===== config.mk =====
export PLATFORM = sky130hd
export DESIGN_NAME = fpmult_round_arbiter
export DESIGN_NICKNAME = d
export VERILOG_FILES = /design/src/rtl/fpmult_round_arbiter.sv
export SDC_FILE = /design/constraint.sdc
export NUM_CORES = 1
export LEC_CHECK = 0
export ABC_AREA = 1
export CAP_MARGIN = 30
export CORE_ASPECT_RATIO = 0.5
export CORE_UTILIZATION = 25
export CTS_CLUSTER_DIAMETER = 30
export DETAILED_ROUTE_END_ITERATION = 8
export GPL_TIMING_DRIVEN = 0
export SYNTH_ARGS = -nofsm -noshare
export SYNTH_HDL_FRONTEND = slang
export SYNTH_SLANG_ARGS = --single-unit

===== constraint.sdc =====
create_clock -name clk -period 1.15 [get_ports clk]
set_input_delay 0.23 -clock clk [delete_from_list [all_inputs] [get_ports clk]]
set_output_delay 0.23 -clock clk [all_outputs]
set_load 0.01 [all_outputs]

===== src/rtl/fpmult_round_arbiter.sv =====
// Two-lane front end for a shared FPMult_RoundModule.
// Each lane has a one-entry holding register with a registered ready. A
// round-robin arbiter moves one lane per cycle into the issue register that
// drives the combinational rounder. The rounded result lands in a
// backpressured output register tagged with its source lane and ID.
module fpmult_round_arbiter #(
  parameter int ID_W = 4
) (
  input  logic            clk,
  input  logic            rst_n,
  // lane A
  input  logic            a_valid,
  output logic            a_ready,
  input  logic [22:0]     a_m,
  input  logic [8:0]      a_e,
  input  logic [2:0]      a_grs,
  input  logic [ID_W-1:0] a_id,
  // lane B
  input  logic            b_valid,
  output logic            b_ready,
  input  logic [22:0]     b_m,
  input  logic [8:0]      b_e,
  input  logic [2:0]      b_grs,
  input  logic [ID_W-1:0] b_id,
  // to / from the shared rounder
  output logic [22:0]     rm_m,
  output logic [8:0]      rm_e,
  output logic            rm_g,
  output logic            rm_r,
  output logic            rm_s,
  input  logic [22:0]     rm_round_m,
  input  logic [8:0]      rm_round_e,
  // result
  output logic            out_valid,
  input  logic            out_ready,
  output logic [22:0]     out_m,
  output logic [8:0]      out_e,
  output logic            out_ovf,
  output logic            out_src,
  output logic [ID_W-1:0] out_id
);

  typedef enum logic {
    IDLE = 1'b0,
    BUSY = 1'b1
  } issState_t;

  // Lane holding registers
  logic            aFull, bFull;
  logic [22:0]     aM, bM;
  logic [8:0]      aE, bE;
  logic [2:0]      aGrs, bGrs;
  logic [ID_W-1:0] aId, bId;

  // Issue stage
  issState_t       issState;
  logic            issSrc;
  logic [ID_W-1:0] issId;
  logic            lastGrant;   // 0 = A, 1 = B

  logic            adv;
  logic            grantA, grantB;

  // Ready comes straight from a flop, so there is no valid-to-ready path.
  assign a_ready = ~aFull;
  assign b_ready = ~bFull;

  // The issue register may move when it is empty, or when its result has
  // somewhere to go (output empty or draining this cycle).
  assign adv = (issState == IDLE) || !out_valid || out_ready;

  // Round-robin grant: a lone full lane wins, on contention the lane that
  // did not win last time goes first.
  always_comb begin
    // NOTE: every output of a combinational block gets a default first so no
    // path leaves it unassigned and a latch is never inferred.
    grantA = 1'b0;
    grantB = 1'b0;
    if (adv) begin
      if (aFull && (!bFull || lastGrant)) grantA = 1'b1;
      else if (bFull)                     grantB = 1'b1;
    end
  end

  // Lane A holding register: fill on handshake, free on issue.
  always_ff @(posedge clk or negedge rst_n) begin
    // NOTE: the holding data is reset as well; it is cheap here and keeps the
    // whole block at a known value after reset.
    if (!rst_n) begin
      aFull <= 1'b0;
      aM    <= '0;
      aE    <= '0;
      aGrs  <= '0;
      aId   <= '0;
    end else if (a_valid && !aFull) begin
      // NOTE: non-blocking assignments for all state so every flop samples
      // pre-edge values regardless of block ordering.
      aFull <= 1'b1;
      aM    <= a_m;
      aE    <= a_e;
      aGrs  <= a_grs;
      aId   <= a_id;
    end else if (grantA) begin
      aFull <= 1'b0;
    end
  end

  // Lane B holding register: fill on handshake, free on issue.
  always_ff @(posedge clk or negedge rst_n) begin
    if (!rst_n) begin
      bFull <= 1'b0;
      bM    <= '0;
      bE    <= '0;
      bGrs  <= '0;
      bId   <= '0;
    end else if (b_valid && !bFull) begin
      bFull <= 1'b1;
      bM    <= b_m;
      bE    <= b_e;
      bGrs  <= b_grs;
      bId   <= b_id;
    end else if (grantB) begin
      bFull <= 1'b0;
    end
  end

  // Issue stage FSM: load the granted lane, hold rm_* while IDLE.
  always_ff @(posedge clk or negedge rst_n) begin
    if (!rst_n) begin
      issState  <= IDLE;
      issSrc    <= 1'b0;
      issId     <= '0;
      lastGrant <= 1'b1;       // B, so A wins the first contention
      rm_m      <= '0;
      rm_e      <= '0;
      rm_g      <= 1'b0;
      rm_r      <= 1'b0;
      rm_s      <= 1'b0;
    end else if (adv) begin
      if (grantA) begin
        issState            <= BUSY;
        issSrc              <= 1'b0;
        issId               <= aId;
        lastGrant           <= 1'b0;
        rm_m                <= aM;
        rm_e                <= aE;
        {rm_g, rm_r, rm_s}  <= aGrs;
      end else if (grantB) begin
        issState            <= BUSY;
        issSrc              <= 1'b1;
        issId               <= bId;
        lastGrant           <= 1'b1;
        rm_m                <= bM;
        rm_e                <= bE;
        {rm_g, rm_r, rm_s}  <= bGrs;
      end else begin
        issState <= IDLE;
      end
    end
  end

  // Output register: capture the rounder result, drain on out_ready.
  always_ff @(posedge clk or negedge rst_n) begin
    if (!rst_n) begin
      out_valid <= 1'b0;
      out_m     <= '0;
      out_e     <= '0;
      out_ovf   <= 1'b0;
      out_src   <= 1'b0;
      out_id    <= '0;
    end else if (adv && (issState == BUSY)) begin
      out_valid <= 1'b1;
      out_m     <= rm_round_m;
      out_e     <= rm_round_e;
      out_ovf   <= rm_round_e[8];
      out_src   <= issSrc;
      out_id    <= issId;
    end else if (out_ready) begin
      out_valid <= 1'b0;
    end
  end

endmodule


# [Word level (Yosys, flattened, before mapping)]
# Index checks and enable logic that the tools add are counted.
[word_totals] elab_cells=70 inputBits=115 reg_bits=161 out_inout_bits=76
[op_classes] reduce_logical=15 n_bitwise=3 muxes=27
[ops] op="$mux W23" n=2
[ops] op="$mux W1" n=21
[ops] op="$mux W9" n=2
[ops] op="$mux W4" n=2
[ops] op="$reduce_bool A2 Y1" n=4
[ops] op="$logic_and A1 B1 Y1" n=4
[ops] op="$logic_not A1 Y1" n=3
[ops] op="$logic_or A1 B1 Y1" n=3
[ops] op="$not A1 Y1" n=3
[ops] op="$reduce_and A2 Y1" n=1

# [Logic depth before layout (Yosys ltp)]
# Gate-level depths: netlist (run 1).
[logic_depth] depth_word=7 mapped_depth=8

# [Worst setup path after synthesis (run 1)]
# Ideal clock, no wire load.
[synth_timing] path_kind="reg-to-reg" from="register aFull" to="register aM[12]" slack_ps=-10 stages_incl_launch_ff=5 required_ps=1022 setup_ps=128 n_path_buf=1 t_arrival_ps=1033 path_cell_list="dfrtp_1 > inv_2 > nand2_1 > buf_4 > mux2_1"
[synth_between] elab_chain_cells=2
[synth_lines] element="from (decl)" line_no="49" source="logic aFull, bFull;"
[synth_lines] element="from (signal assigned)" line_no="90" source="aFull <= 1'b0;"
[synth_lines] element="from (signal assigned)" line_no="98" source="aFull <= 1'b1;"
[synth_lines] element="from (signal assigned)" line_no="104" source="aFull <= 1'b0;"
[synth_lines] element="$logic_not A1 Y1" line_no="95" source="end else if (a_valid && !aFull) begin"
[synth_lines] element="$logic_and A1 B1 Y1" line_no="95"
[synth_lines] element="to (signal assigned)" line_no="99" source="aM <= a_m;"
[synth_lines] element="to (decl)" line_no="50" source="logic [22:0] aM, bM;"
# Every way passes these cells.
# A chain may end at the register's enable or synchronous reset.

# [Worst setup path after layout (run 1)]
[layout_timing] from="register lastGrant" to="register rm_m[20]"
[layout_between] elab_chain_cells=6 elab_cells_between_ends=9 classes_between="mux (5); reduce/logical (4)"
[layout_lines] element="from (decl)" line_no="59" source="logic lastGrant;"
[layout_lines] element="from (signal assigned)" line_no="133" source="lastGrant <= 1'b1;"
[layout_lines] element="from (signal assigned)" line_no="144" source="lastGrant <= 1'b0;"
[layout_lines] element="from (signal assigned)" line_no="152" source="lastGrant <= 1'b1;"
[layout_lines] element="$logic_or A1 B1 Y1 *" line_no="80" source="if (aFull && (!bFull || lastGrant)) grantA = 1'b1;"
[layout_lines] element="$logic_and A1 B1 Y1 *" line_no="80"
[layout_lines] element="$mux W1" line_no="80"
[layout_lines] element="$mux W1" line_no="79" source="if (adv) begin"
[layout_lines] element="$reduce_bool A2 Y1 (no source line)"
[layout_lines] element="$reduce_and A2 Y1 (no source line)"
[layout_lines] element="to (signal assigned)" line_no="145" source="rm_m <= aM;"
[layout_lines] element="to (signal assigned)" line_no="153" source="rm_m <= bM;"
[layout_lines] element="to (decl)" line_no="26" source="output logic [22:0] rm_m,"
# Mark *: on every way between the ends. The rest lies on a longest branch, timed or not.

==> flow_metrics.env, run 1 <==
export IMPL_cts_buffers_inserted=17
export IMPL_maxCapViolCount=0
export IMPL_clockRootBuffer="clkbuf_16"
export IMPL_synth_top_area_share_pct=60.3
export IMPL_finalSetupViolations=164
export IMPL_cts_tree="built"
export IMPL_finalMaxSlewViolations=0
export IMPL_drt_iter0_drc=358
export IMPL_grt_start_max_net_pins=123
export IMPL_hp_class="primary input to async pin"
export IMPL_drive_gt1_share_pct=30.8
export IMPL_die_y_um=117
export IMPL_grt_pass1_vias=5609
export IMPL_final_area_mm2=0.0105
export IMPL_cts_buffer_depth=2
export IMPL_ys_ff_latch=160
export IMPL_rsz0062_at_grt="true"
export IMPL_final_cell_mix="230 x nand2_1, 158 x dfrtp_1, 113 x clkdlybuf4s50_1, 86 x nor2_1, 55 x buf_4"
export IMPL_end_kind="flip-flop"
export IMPL_timing_hold_ws_ns=-0.320
export IMPL_die_w_um=232
export IMPL_clkSlewWorstSetupHoldPaths_ns=0.07
export IMPL_synth_avg_cell_area_um2=9.09
export IMPL_outcome="finished with violations"
export IMPL_hold_viol=38
export IMPL_multiInputGateArea_mm2=0.00250
export IMPL_worst_slew_pin_slew_ns=0.672
export IMPL_synth_seq_area_share_pct=60.7
export IMPL_clk_latency_ns=0.43
export IMPL_startpoint_type="flip-flop"
export IMPL_clkSinkCount=160
export IMPL_rows=41
export IMPL_coreArea_mm2=0.0255
export IMPL_arrival_ns=1.62
export IMPL_ys_warn_count=0
export IMPL_nets=1110
export IMPL_finalCritPeriodShare_pct=113
export IMPL_required_ns=1.47
export IMPL_track_usage_pct=14.7
export IMPL_critical_path_class="flip-flop to flip-flop"
export IMPL_yosysUniqueCellTypes=17
export IMPL_vias_per_cell=4.23
export IMPL_slew_limit_headroom_pct=55.2
export IMPL_antenna_found_initial=1
export IMPL_syn_cell_area_mm2=0.00660
export IMPL_grt_pass1_wl_mm=30.2
export IMPL_power_uw=31800
export IMPL_boundaryPins=191
export IMPL_yosysTopAreaCell="dfrtp_1"
export IMPL_detail_route_wl_per_cell_um=15.2
export IMPL_seqCellArea_mm2=0.00401
export IMPL_overflow=0
export IMPL_h_tree_depth=4
export IMPL_wirelength_mm=20.5
export IMPL_period_needed_ns=1.30
export IMPL_vdd_drop_max_mv=1.26
export IMPL_drcViolationCount=0
export IMPL_p_leak_uw=0.00520
export IMPL_dpl_cell_area_mm2=0.00897
export IMPL_fin_ws_ns=-0.150
export IMPL_io_buffers=190
export IMPL_dr_pass1_iters=6
export IMPL_postSynthCellCount=726
export IMPL_final_common_cell="nand2_1"
export IMPL_clock_skew_ns=0.00743
export IMPL_vias=5724
export IMPL_fmax_mhz=769
export IMPL_syn_num_nets=841
export IMPL_finalWeightedCongestion=0.796
export IMPL_place_hpwl_mm=13.2
export IMPL_worstPathMaxFanout=10
export IMPL_area_delta_synth_final_pct=59.7
export IMPL_num_fill_cells=2507
export IMPL_p_per_area_mw_per_mm2=3020
export IMPL_initial_core_util_pct=25.8
export IMPL_synth_area_leaders="dfrtp_1 60%, nand2_1 14%, nor2_1 6.7%"
export IMPL_final_util_pct=41.3
export IMPL_die_area_mm2=0.0271
export IMPL_violations="hold timing, setup timing"
export IMPL_detail_route_antenna_nets=0
state kept, by name (all words and copies together) (netlist names), 3 cells and up:
name	flops
rm_m	23
aGrs	3
aId	4
bId	4
aM	23
issId	4
out_m	23
bM	23
rm_e	9
out_e	9
bGrs	3
aE	9
bE	9
out_id	4
metrics by stage:
stage	TNS, ns	cells	hold slack, ns	setup slack [ns]
floorplan	-0.0207	726	-0.0656	-0.0101
global placement	-1143.55	1260	0.454	-6.76
detailed placement	-68.79	1261	0.137	-0.751
CTS	-14.02	1324	-0.329	-0.172
global route	-17.61	1352	-0.320	-0.223
finish	-9.40	1352	-0.320	-0.150
worst max-delay path, cell delays in order (launching register included):
cell and delay (ns):
dfstp_2 0.53, inv_2 0.05, nand2_4 0.10, nand2_8 0.11, buf_8 0.16, nor2_1 0.09
nor2_1 0.04, nand2_1 0.07, nand2_1 0.05
cell type report:
type	instances	share of cell area, %
clock inverter	11	1.22
buffer	37	4.07
tap	344	4.08
timing repair buffer	254	22.8
antenna	1	0.0237
sequential	160	38.0
clock buffer	20	4.33
inverter	46	1.71
multi-input combinational	479	23.7
logic make-up after synthesis:
logic type / share of synthesized area (%)
buffers and inverters: 6.01
AOI/OAI and AO/OA: 3.34
muxes: 6.66
DFF: 60.7
and+or+nand+nor: 23.3
metal layers:
metal  wire (µm)  GRT usage, %
met2       10900          27.3
met5           0             0
met1        8400          16.9
met3         897          3.61
met4         293          4.69
cells in the mapped netlist (all sizes together):
master / n
a21oi: 39
buf: 32
mux2: 39
nand2: 241
nor2: 117
clkbuf: 9
inv: 46
dfrtp: 159
dfstp: 1
o21ai: 5
nand3: 38
worst paths after layout:
kind                                      from        end  slack (ns)  cells after the start
worst max register to register       lastGrant   rm_m[20]       -0.15                      8
worst max-delay path                 lastGrant   rm_m[20]       -0.15                      8
min in group clk                rm_round_m[20]  out_m[20]        0.36                      3
worst min register to register        out_m[4]   out_m[4]        0.47                      2
worst min-delay path                     rst_n  out_id[0]       -0.32                      1
max in group asynchronous                rst_n   rm_m[17]        0.52                      2
report_power, final:
| group | internal (µW) | switching (µW) | leakage (µW) |
|---|---|---|---|
| Clock | 3320 | 2380 | 0.000283 |
| Sequential | 8580 | 1530 | 0.00186 |
| Combinational | 7970 | 8060 | 0.00306 |
what timing repair did:
action | in CTS | in global routing
gates resized for setup | 428 | 113
pin swaps | 5 | 10
hold endpoints to repair | 38 | 38
setup endpoints to repair | 218 | 236
buffers inserted | 27 | 28
gates cloned | 6 | 5
No activity file was read; power rests on OpenSTA's default activity.
==> run 2, diff against run 1 <==
--- a/config.mk
+++ b/config.mk
@@ -8,10 +8,12 @@
 export ABC_AREA = 1
 export CAP_MARGIN = 30
 export CORE_ASPECT_RATIO = 0.5
-export CORE_UTILIZATION = 25
+export CORE_UTILIZATION = 30
 export CTS_CLUSTER_DIAMETER = 30
 export DETAILED_ROUTE_END_ITERATION = 8
+export DONT_BUFFER_PORTS = 1
 export GPL_TIMING_DRIVEN = 0
+export PLACE_DENSITY = 0.42
 export SYNTH_ARGS = -nofsm -noshare
 export SYNTH_HDL_FRONTEND = slang
 export SYNTH_SLANG_ARGS = --single-unit
==> flow_metrics.env, run 2 (synthesized netlist as in run 1, its figures left out) <==
export IMPL_outcome="finished with violations"
export IMPL_violations="hold timing, setup timing"
export IMPL_hold_viol=160
export IMPL_detail_route_antenna_nets=0
export IMPL_worstPathMaxFanout=6
export IMPL_fmax_mhz=779
export IMPL_area_delta_synth_final_pct=43.4
export IMPL_final_common_cell="nand2_1"
export IMPL_die_w_um=212
export IMPL_clkSinkCount=160
export IMPL_rows=37
export IMPL_worst_slew_pin_slew_ns=0.268
export IMPL_final_cell_mix="229 x nand2_1, 154 x dfrtp_1, 110 x dlygate4sd3_1, 86 x nor2_1, 42 x inv_1"
export IMPL_vdd_drop_max_mv=1.39
export IMPL_clockRootBuffer="clkbuf_16"
export IMPL_rsz0062_at_grt="true"
export IMPL_place_hpwl_mm=11.6
export IMPL_vias_per_cell=4.40
export IMPL_coreArea_mm2=0.0211
export IMPL_maxCapViolCount=0
export IMPL_grt_pass1_wl_mm=29.4
export IMPL_holdBufCountCts=110
export IMPL_detail_route_wl_per_cell_um=15.9
export IMPL_cts_tree="built"
export IMPL_period_needed_ns=1.28
export IMPL_finalCritPeriodShare_pct=112
export IMPL_wirelength_mm=18.7
export IMPL_dr_pass1_iters=5
export IMPL_initial_core_util_pct=31.3
export IMPL_overflow=0
export IMPL_die_y_um=107
export IMPL_grt_start_max_net_pins=161
export IMPL_num_fill_cells=2062
export IMPL_hp_class="primary input to async pin"
export IMPL_antennaDiodeCount=0
export IMPL_clock_skew_ns=0.00673
export IMPL_cts_buffers_inserted=17
export IMPL_cts_buffer_depth=2
export IMPL_end_kind="flip-flop"
export IMPL_vias=5171
export IMPL_required_ns=1.47
export IMPL_h_tree_depth=4
export IMPL_place_ws_ns=-0.539
export IMPL_arrival_ns=1.60
export IMPL_clkSlewWorstSetupHoldPaths_ns=0.06
export IMPL_slew_limit_headroom_pct=82.1
export IMPL_boundaryPins=191
export IMPL_fin_ws_ns=-0.134
export IMPL_critical_path_class="flip-flop to flip-flop"
export IMPL_clk_latency_ns=0.44
export IMPL_io_buffers=0
export IMPL_finalWeightedCongestion=0.758
export IMPL_antenna_found_initial=0
export IMPL_drt_iter0_drc=281
export IMPL_drive_gt1_share_pct=21.9
export IMPL_p_leak_uw=0.00459
export IMPL_timing_hold_ws_ns=-0.508
export IMPL_nets=985
export IMPL_grt_pass1_vias=5395
export IMPL_finalSetupViolations=100
export IMPL_startpoint_type="flip-flop"
export IMPL_die_area_mm2=0.0226
export IMPL_finalMaxSlewViolations=0
export IMPL_dpl_cell_area_mm2=0.00697
export IMPL_p_per_area_mw_per_mm2=2940
export IMPL_final_area_mm2=0.00946
export IMPL_multiInputGateArea_mm2=0.00247
export IMPL_drcViolationCount=0
export IMPL_track_usage_pct=17.3
export IMPL_seqCellArea_mm2=0.00401
-- run 2: cell count changes in the layout (fill, tap and decap cells not counted), moves of 4 or more --
cell and change:
buf_2 -51, buf_4 -43, buf_6 -23, clkdlybuf4s50_1 -113, clkinv_2 +6, dfrtp_1 -4, dfrtp_2 +4, dlygate4sd3_1 +110
inv_6 -4, nor2_2 +6, nor2_4 -6
-- run 2: critical path: stages (launching register included) --
cell and delay, ns:
dfrtp_1 0.42, inv_4 0.14, nand2_8 0.12, clkbuf_16 0.19, mux2_4 0.29
-- run 2: repair_timing --
item	CTS	global route
cloned	2	3
setup buffers	6	4
resized for setup	103	87
endpoints found under the setup margin	164	155
endpoints found under the hold margin	270	160
pin swaps	6	6
-- run 2: final cells by class --
class	count	area share (%)
clock inverters	12	1.23
inverters	46	1.93
clock buffers	20	4.83
well taps	292	3.86
plain buffers	41	5.65
multi-input cells	479	26.1
repair buffers	125	14.1
flip-flops and latches	160	42.4
-- run 2: worst paths after layout --
| path | endpoint | cells after the start | slack [ns] | from |
|---|---|---|---|---|
| worst max-delay path | aM[10] | 4 | -0.13 | aFull |
| worst min-delay path | bE[4] | 0 | -0.51 | rst_n |
| worst max register to register | aM[10] | 4 | -0.13 | aFull |
| worst min register to register | issId[2] | 2 | 0.48 | issId[2] |
| max in group asynchronous | lastGrant | 0 | 1.39 | rst_n |
| min in group clk | issState | 3 | 0.12 | out_ready |
-- run 2: routing by layer --
metal | vias to the layer above | track usage, % | share of wire (%)
li1 | 2544 | - | -
met1 | 2500 | 22.9 | 47
met2 | 112 | 27.0 | 47
met3 | 15 | 5.01 | 5.1
met4 | 0 | 5.95 | 1.3
met5 | - | 0 | 0
-- run 2: through the flow --
| stage | cells | total power, µW | utilization, % | hold WS [ns] | setup TNS (ns) |
|---|---|---|---|---|---|
| 6_report | 1175 | 27900 | 44.9 | -0.508 | -8.63 |
| 5_1_grt | 1175 | 30200 | 44.9 | -0.536 | -15.29 |
| 4_1_cts | 1168 | 27000 | 43.1 | -0.544 | -7.68 |
| 3_5_place_dp | 1018 | 19500 | 33.1 | -0.0600 | -38.12 |
| 3_3_place_gp | 1018 | 19300 | 33.1 | -0.0608 | -37.50 |
| 2_1_floorplan | 726 | 16900 | - | -0.0656 | -0.0207 |
-- run 2: power by group --
part,internal (µW),switching [µW]
clock network,3280,2330
registers,8600,2330
logic,5210,6120
